--- config.mk ---
export PLATFORM = sky130hd
export DESIGN_NAME = mem_line_adapter
export DESIGN_NICKNAME = d
export VERILOG_FILES = /design/src/rtl/mem_line_adapter_pkg.sv /design/src/rtl/mem_rd_tag_pipe.sv /design/src/rtl/mem_line_adapter.sv
export SDC_FILE = /design/constraint.sdc
export NUM_CORES = 1
export LEC_CHECK = 0
export BUFFER_PORTS_ARGS = -buffer_cell sky130_fd_sc_hd__buf_2
export CORE_MARGIN = 2
export CORE_UTILIZATION = 35
export CTS_CLUSTER_SIZE = 14
export DETAILED_ROUTE_END_ITERATION = 10
export GPL_ROUTABILITY_DRIVEN = 0
export HOLD_SLACK_MARGIN = 0.02
export SETUP_SLACK_MARGIN = 0.05
export SLEW_MARGIN = 20
export SYNTH_ARGS = -nofsm -noshare
export SYNTH_HDL_FRONTEND = slang
export SYNTH_SLANG_ARGS = --single-unit
export TNS_END_PERCENT = 100
--- constraint.sdc ---
create_clock -name clk_i -period 2.2 [get_ports clk_i]
set_input_delay 0.44 -clock clk_i [delete_from_list [all_inputs] [get_ports clk_i]]
set_output_delay 0.44 -clock clk_i [all_outputs]
set_load 0.005 [all_outputs]
--- src/rtl/mem_line_adapter_pkg.sv ---
// Shared types and size helpers for the line-to-word memory adapter.
// The FSM encoding is fixed at 2 bits so that checkers can bind to the exported state.
package mem_line_adapter_pkg;

    typedef enum logic [1:0] {
        S_IDLE  = 2'd0,
        S_ISSUE = 2'd1,
        S_DRAIN = 2'd2,
        S_RESP  = 2'd3
    } state_t;

    function automatic int beats_of(input int line_width, input int data_width);
        return line_width / data_width;
    endfunction

    function automatic int idx_width(input int beats);
        return (beats > 1) ? $clog2(beats) : 1;
    endfunction

    function automatic int word_bytes(input int data_width);
        return data_width / 8;
    endfunction

endpackage

--- src/rtl/mem_rd_tag_pipe.sv ---
// Read tag delay line: carries (valid, beat index) alongside each read command so the
// returning word lands in the right line slot after the memory's fixed read latency.
module mem_rd_tag_pipe
    import mem_line_adapter_pkg::*;
#(
    parameter int DEPTH     = 1,
    parameter int IDX_WIDTH = 2
) (
    input  logic                 clk,
    input  logic                 rst_n,
    input  logic                 in_valid,
    input  logic [IDX_WIDTH-1:0] in_idx,
    output logic                 out_valid,
    output logic [IDX_WIDTH-1:0] out_idx
);

    logic [DEPTH-1:0]                vld;
    logic [DEPTH-1:0][IDX_WIDTH-1:0] idx;

    always_ff @(posedge clk) begin
        if (!rst_n) begin
            vld <= '0;
            idx <= '0;
        end else begin
            vld[0] <= in_valid;
            idx[0] <= in_idx;
            for (int i = 1; i < DEPTH; i++) begin
                vld[i] <= vld[i-1];
                idx[i] <= idx[i-1];
            end
        end
    end

    assign out_valid = vld[DEPTH-1];
    assign out_idx   = idx[DEPTH-1];

endmodule

--- src/rtl/mem_line_adapter.sv ---
// Converts one cache-line request into BEATS back-to-back word commands and assembles
// the read words into a line. One transaction in flight; every output is a register.
module mem_line_adapter
    import mem_line_adapter_pkg::*;
#(
    parameter int ADDR_WIDTH = 32,
    parameter int DATA_WIDTH = 32,
    parameter int LINE_WIDTH = 128,
    parameter int RD_LATENCY = 1
) (
    input  logic                  clk_i,
    input  logic                  rst_i,
    input  logic                  req_valid_i,
    output logic                  req_ready_o,
    input  logic [ADDR_WIDTH-1:0] req_addr_i,
    input  logic                  req_write_i,
    input  logic [LINE_WIDTH-1:0] req_wdata_i,
    output logic                  resp_valid_o,
    input  logic                  resp_ready_i,
    output logic [LINE_WIDTH-1:0] resp_rdata_o,
    output logic [ADDR_WIDTH-1:0] cmd_addr_o,
    output logic                  cmd_valid_o,
    output logic                  wr_enable_o,
    output logic [DATA_WIDTH-1:0] wr_data_o,
    input  logic [DATA_WIDTH-1:0] rd_data_i,
    output logic [1:0]            fsm_state
);

    localparam int BEATS      = beats_of(LINE_WIDTH, DATA_WIDTH);
    localparam int IW         = idx_width(BEATS);
    localparam int LINE_BYTES = LINE_WIDTH / 8;
    localparam logic [IW-1:0]         LAST_BEAT  = IW'(BEATS - 1);
    localparam logic [ADDR_WIDTH-1:0] WORD_STEP  = ADDR_WIDTH'(word_bytes(DATA_WIDTH));
    localparam logic [ADDR_WIDTH-1:0] ALIGN_MASK = ~ADDR_WIDTH'(LINE_BYTES - 1);

    typedef logic [BEATS-1:0][DATA_WIDTH-1:0] line_t;

    state_t                state, state_d;
    logic [IW-1:0]         beat, beat_d;
    logic                  wr_flag, wr_flag_d;
    line_t                 wline, wline_d;
    line_t                 cap, cap_d;
    logic                  req_ready_d, resp_valid_d, cmd_valid_d, wr_enable_d;
    logic [ADDR_WIDTH-1:0] cmd_addr_d;
    logic [DATA_WIDTH-1:0] wr_data_d;
    logic [LINE_WIDTH-1:0] resp_rdata_d;
    logic                  tag_valid;
    logic [IW-1:0]         tag_idx;

    // beat always names the command currently on the port, so it doubles as the read tag.
    mem_rd_tag_pipe #(
        .DEPTH     (RD_LATENCY),
        .IDX_WIDTH (IW)
    ) u_tag_pipe (
        .clk       (clk_i),
        .rst_n     (rst_i),
        .in_valid  (cmd_valid_o & ~wr_enable_o),
        .in_idx    (beat),
        .out_valid (tag_valid),
        .out_idx   (tag_idx)
    );

    assign fsm_state = state;

    always_ff @(posedge clk_i) begin
        if (!rst_i) state <= S_IDLE;
        else        state <= state_d;
    end

    always_comb begin
        state_d      = state;
        beat_d       = beat;
        wr_flag_d    = wr_flag;
        wline_d      = wline;
        cap_d        = cap;
        req_ready_d  = 1'b0;
        resp_valid_d = resp_valid_o;
        resp_rdata_d = resp_rdata_o;
        cmd_valid_d  = 1'b0;
        wr_enable_d  = 1'b0;
        cmd_addr_d   = cmd_addr_o;
        wr_data_d    = wr_data_o;

        if (tag_valid) cap_d[tag_idx] = rd_data_i;

        case (state)
            S_IDLE: begin
                req_ready_d = 1'b1;
                if (req_valid_i && req_ready_o) begin
                    state_d     = S_ISSUE;
                    req_ready_d = 1'b0;
                    beat_d      = '0;
                    wr_flag_d   = req_write_i;
                    wline_d     = req_wdata_i;
                    cap_d       = '0;
                    cmd_valid_d = 1'b1;
                    wr_enable_d = req_write_i;
                    cmd_addr_d  = req_addr_i & ALIGN_MASK;
                    wr_data_d   = req_wdata_i[DATA_WIDTH-1:0];
                end
            end
            S_ISSUE: begin
                if (beat == LAST_BEAT) begin
                    beat_d = '0;
                    if (wr_flag) begin
                        state_d      = S_RESP;
                        resp_valid_d = 1'b1;
                        resp_rdata_d = '0;
                    end else begin
                        state_d = S_DRAIN;
                    end
                end else begin
                    beat_d      = beat + 1'b1;
                    cmd_valid_d = 1'b1;
                    wr_enable_d = wr_flag;
                    cmd_addr_d  = cmd_addr_o + WORD_STEP;
                    wr_data_d   = wline[beat_d];
                end
            end
            S_DRAIN: begin
                if (tag_valid && tag_idx == LAST_BEAT) begin
                    state_d      = S_RESP;
                    resp_valid_d = 1'b1;
                    resp_rdata_d = cap_d;
                end
            end
            S_RESP: begin
                if (resp_ready_i) begin
                    state_d      = S_IDLE;
                    resp_valid_d = 1'b0;
                    req_ready_d  = 1'b1;
                end
            end
            default: state_d = S_IDLE;
        endcase
    end

    always_ff @(posedge clk_i) begin
        if (!rst_i) begin
            beat         <= '0;
            wr_flag      <= 1'b0;
            wline        <= '0;
            cap          <= '0;
            req_ready_o  <= 1'b1;
            resp_valid_o <= 1'b0;
            resp_rdata_o <= '0;
            cmd_valid_o  <= 1'b0;
            wr_enable_o  <= 1'b0;
            cmd_addr_o   <= '0;
            wr_data_o    <= '0;
        end else begin
            beat         <= beat_d;
            wr_flag      <= wr_flag_d;
            wline        <= wline_d;
            cap          <= cap_d;
            req_ready_o  <= req_ready_d;
            resp_valid_o <= resp_valid_d;
            resp_rdata_o <= resp_rdata_d;
            cmd_valid_o  <= cmd_valid_d;
            wr_enable_o  <= wr_enable_d;
            cmd_addr_o   <= cmd_addr_d;
            wr_data_o    <= wr_data_d;
        end
    end

endmodule

## After elaboration in Yosys (flattened, before gate mapping)

Cells that the tools add are included.

- Magnitude comparators: 3
- Equality and inequality tests: 11
- Bitwise operators: 2
- Reduce and logical (&&, ||, !) cells: 13
- Mux-type cells: 41
- Add/subtract/negate cells: 2

Operators by type and width:

| cell | count |
|---|---|
| $mux 128 | 6 |
| $pmux 128 s2 | 1 |
| $mux 32 | 6 |
| $bwmux 128 | 1 |
| $pmux 32 s2 | 2 |
| $bmux 32 s2 | 1 |
| $demux 32 s2 | 1 |
| $add 32x3->32 const B | 1 |
| $mux 2 | 6 |
| $ne 2x2->1 const B | 6 |
| $mux 1 | 11 |
| $eq 2x2->1 const B | 4 |
| $pmux 2 s4 | 1 |
| $reduce_and 4->1 | 2 |
| $lt 2x3->1 const B | 2 |
| $pmux 1 s2 | 3 |
| $reduce_and 5->1 | 1 |
| $pmux 2 s2 | 1 |
| $reduce_and 2->1 | 2 |
| $reduce_bool 2->1 | 2 |
| $logic_and 1x1->1 | 3 |
| $pmux 1 s3 | 1 |
| $reduce_and 3->1 | 1 |
| $reduce_bool 3->1 | 1 |
| 6 further kinds | 6 |

- Input port bits: 197
- Output and inout bits: 198
- Flip-flop bits (word level): 460
- Word-level logic and storage cells: 92

## Depth between registers and ports, before layout

- Depth in word-level cells: 8
- Depth in mapped cells: 10
- Gate-level depth less buffers: 7

## Cells and area by module

From an unflattened synthesis, not the netlist that was laid out.

- Cells, all modules: 1,995
- Area total of the unflattened synthesis: 17,404.2 um^2

By module, submodules not included:

| module | cells an instance | instances | area each (um^2) | seq. area each (um^2) |
|---|---|---|---|---|
| mem_line_adapter | 1,989 | 1 | 17,325.4 | 8,468.1 |
| mem_rd_tag_pipe | 6 | 1 | 78.8 | 60.1 |

## Worst setup path after synthesis

OpenSTA, ideal clock, no wires.

- Path kind: flip-flop to flip-flop
- Start: register state[0] (netlist: fsm_state[0])
- End: register cmd_addr_o[10]
- Stages on the path, launching flop included: 10
- Data required time: 2.072 ns
- Clock period less this slack: 2.095 ns
- Setup slack: 0.105 ns
- Path buffers: 2
- Library setup time: 0.128 ns
- Arrival time: 1.967 ns
- Cells stage by stage: dfxtp_1 > inv_1 > ha_1 > a21boi_0 > a211oi_1 > clkbuf_1 > buf_2 > o21ai_0 > a22oi_1 > nor2_1

- Cells in the longest elaborated chain, start to end: 3
- Elaborated cells between the ends (all ways): 7
- Those cells by class: eq/ne (3); mux (1); reduce/logical (3)

RTL lines:

| item | line | RTL |
|---|---|---|
| start: declaration | mem_line_adapter.sv:38 | `state_t state, state_d;` |
| start signal: assignment | mem_line_adapter.sv:67 | `else state <= state_d;` |
| $eq 2x1->1 / $logic_not 2->1 (equally long branches) | mem_line_adapter.sv:86 | `case (state)` |
| $ne 2x2->1 (no line) / $reduce_bool 2->1 (equally long branches) | n/a |  |
| $reduce_and 3->1 (no line) | n/a |  |
| end signal: assignment | mem_line_adapter.sv:161 | `cmd_addr_o <= cmd_addr_d;` |
| end: declaration | mem_line_adapter.sv:21 | `output logic [ADDR_WIDTH-1:0] cmd_addr_o,` |

Parallel ways exist; a longest one is shown, timed or not.
A chain may end at the register's enable or synchronous reset.

## Worst setup path after layout

- Start: register state[0] (netlist: fsm_state[0])
- End: register cmd_addr_o[15]

Same word-level chain as after synthesis.

==> flow_summary.json <==
{
  "outcome": "completed",
  "min_to": "wline[54]$_SDFFE_PN0P_",
  "grt_pass1_wl_mm": 81.9,
  "cp_slowest_cell": "dfxtp_2",
  "place_hpwl_mm": 35.1,
  "fin_crit_ps": 2050,
  "cts_hold_buf": 0,
  "ioPinCount": 395,
  "p_comb_frac": 0.346,
  "reg2reg_slack_ps": 150,
  "drive_gt1_frac": 0.268,
  "synth_top_family_by_area": "simple AND/OR/NAND/NOR gates",
  "clock_sinks": 426,
  "switching_share": 0.355,
  "drv_slew": 0,
  "rows": 81,
  "critPathLaunchType": "flop",
  "drc_errors": 0,
  "grt_usage": 0.202,
  "fp.dieW_um": 227,
  "synth_area_mm2": 0.0173,
  "hold_depth": 3,
  "rsz0062_at_grt": "false",
  "grt_pass1_vias": 14900,
  "synth_top_area_share": 0.492,
  "drt-total-wl_mm": 53.9,
  "fin_util": 0.448,
  "first_pass_iters": 6,
  "maxCapViolations": 0,
  "synth_seq_cells": 426,
  "htree_levels": 2,
  "final_cell_mix": "dfxtp_1 (424), nand2_1 (394), buf_2 (388)",
  "power_density_mw_per_mm2": 1180,
  "synth-warning-count": 0,
  "final_common_cell": "dfxtp_1",
  "timing.rr.start": "fsm_state[0]$_SDFFE_PN0P_",
  "final_cells": 3034,
  "worstMarginPinSlew_ps": 745,
  "fin_tns_setup_ps": 0,
  "synthFlopType": "dfxtp_1",
  "irDropWorstVdd_uv": 717,
  "arrival_ps": 2540,
  "path_clk_slew_ps": 60,
  "power.total_uw": 25900,
  "clock_path_buffers": 3,
  "synth_cell_types": 55,
  "vias_per_cell": 5.09,
  "rr_endpoint": "cmd_addr_o[15]$_SDFFE_PN0P_",
  "synth-adder-area-share": 0.00433,
  "die_area_mm2": 0.0513,
  "dp_cells": 2939,
  "timing.fmax_mhz": 487,
  "drt-wirelength-per-cell_um": 17.8,
  "yosys-top-cells-area": "dfxtp_1 (49%), nand2_1 (8.6%), a21oi_1 (8.5%), mux2i_1 (6.1%), mux4_2 (4.2%)",
  "path_cells": "inv_1, ha_2, a21boi_0, buf_4, a211oi_4, buf_4, bufbuf_16, o21ai_0, a21oi_1",
  "ant_nets": 0,
  "intPower_uw": 16700,
  "async_reset_ff_frac": 0,
  "hold_viol_final": 0,
  "path_max_fanout": 14,
  "drt_iter0_drc": 992,
  "io_buffers": 388,
  "synth_edf_count": 0,
  "synth_cells": 1982,
  "root_buffer": "clkbuf_16",
  "holdWs_ps": 112,
  "cp_common_cell": "buf_4",
  "slowest_delay_ps": 370,
  "yosys.area_share.simple": 0.207,
  "max_slew_margin": 0.503,
  "syn_avg_cell_area_um2": 8.75,
  "seqPwrFrac": 0.368,
  "synth.area.mux_share": 0.132,
  "leakagePower_uw": 0.00911,
  "reg2regPathDepth": 9,
  "tritoncts": "yes",
  "yosys.area.top_type": "dfxtp_1",
  "min_path_type": "in -> reg",
  "grt_max_degree": 129,
  "synth-compound-area-share": 0.124,
  "syn_to_final_growth_pct": 26.5,
  "setup_viol_count_final": 0,
  "synthXorXnorAreaFrac": 0,
  "clock_latency_ps": 560,
  "core_region_area_mm2": 0.0490,
  "start_util": 0.354,
  "worst-endpoint-required_ps": 2690,
  "power.switching_uw": 9210,
  "fin_nets": 2529,
  "die_h_um": 227,
  "worstSetupPathType": "reg -> reg",
  "antenna_found_initial": 17,
  "min_from": "req_wdata_i[54]",
  "vias": 15400,
  "yosysSeqAreaShare": 0.492,
  "fin_skew_ps": 7.24,
  "period_share": 0.933,
  "pwr-share-clk": 0.286,
  "grt_overflow": 0,
  "cts_buffers": 45,
  "end_kind": "flop"
}
## cells in the mapped netlist, types with 7 or more instances
master / count
a31oi_1: 7
a21oi_1: 293
o21ai_0: 56
nand4_1: 44
inv_1: 9
clkbuf_1: 124
nand2_1: 396
buf_2: 30
mux2i_1: 105
nor3_1: 13
mux4_2: 32
nor2b_1: 101
nor2_1: 132
buf_1: 10
a211oi_1: 8
and3_1: 9
nand3_1: 67
dfxtp_1: 426
mux2_2: 46
## state kept, by name (all words and copies together), names as in the netlist
register	cells
beat	2
cap	96
cmd_addr_o	30
cmd_valid_o	1
fsm_state	2
req_ready_o	1
resp_rdata_o	128
resp_valid_o	1
u_tag_pipe.out_idx	2
u_tag_pipe.out_valid	1
wline	128
wr_data_o	32
wr_enable_o	1
wr_flag	1
## power groups by stage
| stage | registers, uW | clock network [uW] | logic [uW] |
|---|---|---|---|
| 3_3_place_gp | 9630 | 0 | 8550 |
| 2_1_floorplan | 9600 | 0 | 5110 |
| 6_report | 9540 | 7430 | 8960 |
| 5_1_grt | 9680 | 7910 | 9760 |
| 4_1_cts | 9530 | 7610 | 8840 |
| 3_5_place_dp | 9690 | 0 | 8660 |
## metrics by stage
step / setup WS (ps) / instance area [um2]
after detailed placement: 55.2 / 20400
after global placement: 117 / 20400
final: 147 / 21900
after CTS: 38.3 / 21800
after global routing: 26.1 / 21900
after floorplan: 105 / 17300
## how the worst max path moves through the flow
stage	start	endpoint	slack [ps]	cells past startpoint
2_1_floorplan	fsm_state[0]$_SDFFE_PN0P_	cmd_addr_o[10]$_SDFFE_PN0P_	110	9
3_3_place_gp	fsm_state[0]$_SDFFE_PN0P_	cmd_addr_o[27]$_SDFFE_PN0P_	120	7
3_5_place_dp	fsm_state[0]$_SDFFE_PN0P_	cmd_addr_o[21]$_SDFFE_PN0P_	60	9
4_1_cts	fsm_state[0]$_SDFFE_PN0P_	wr_data_o[18]$_SDFFE_PN0P_	40	7
5_1_grt	fsm_state[1]$_SDFFE_PN0P_	cmd_addr_o[29]$_SDFFE_PN0P_	30	7
6_report	fsm_state[0]$_SDFFE_PN0P_	cmd_addr_o[15]$_SDFFE_PN0P_	150	9
## cell type report
type / instances / area (um2)
diodes: 13 / 32.5
flip-flops and latches: 426 / 8530
inverters: 9 / 41.3
repair buffers: 462 / 2890
clock inverters: 12 / 100
fillers: 4784 / 27000
clock buffers: 66 / 1330
well taps: 664 / 831
multi-input cells: 1382 / 8190
## layer usage
metal | vias to the layer above | track usage | part of all wire
met5 | - | 0 | 0.00085
met4 | 8 | 0.0726 | 0.026
met3 | 86 | 0.0443 | 0.062
met2 | 467 | 0.339 | 0.48
met1 | 7369 | 0.255 | 0.43
li1 | 7499 | - | -
## logic make-up after synthesis
logic type	after synthesis
adder cells (fa/ha/maj)	6
multiplexers	183
flip-flops	426
buffers and inverters	175
other	1
AO/OA/AOI/OAI	401
AND/OR/NAND/NOR	790
## critical path: cells and delay by family (launching register included)
family / cells / cell delay, ps
buf+inv: 4 / 690
fa+ha+maj: 1 / 210
flops: 1 / 370
compound gates: 4 / 700
## timing repair
| action | CTS | global route |
|---|---|---|
| pin swaps | 2 | 2 |
| setup endpoints to repair | 3 | 67 |
| resized for setup | 0 | 6 |
| cloned | 1 | 1 |
| setup buffers | 0 | 2 |
Power figures use the tool's default switching activity.
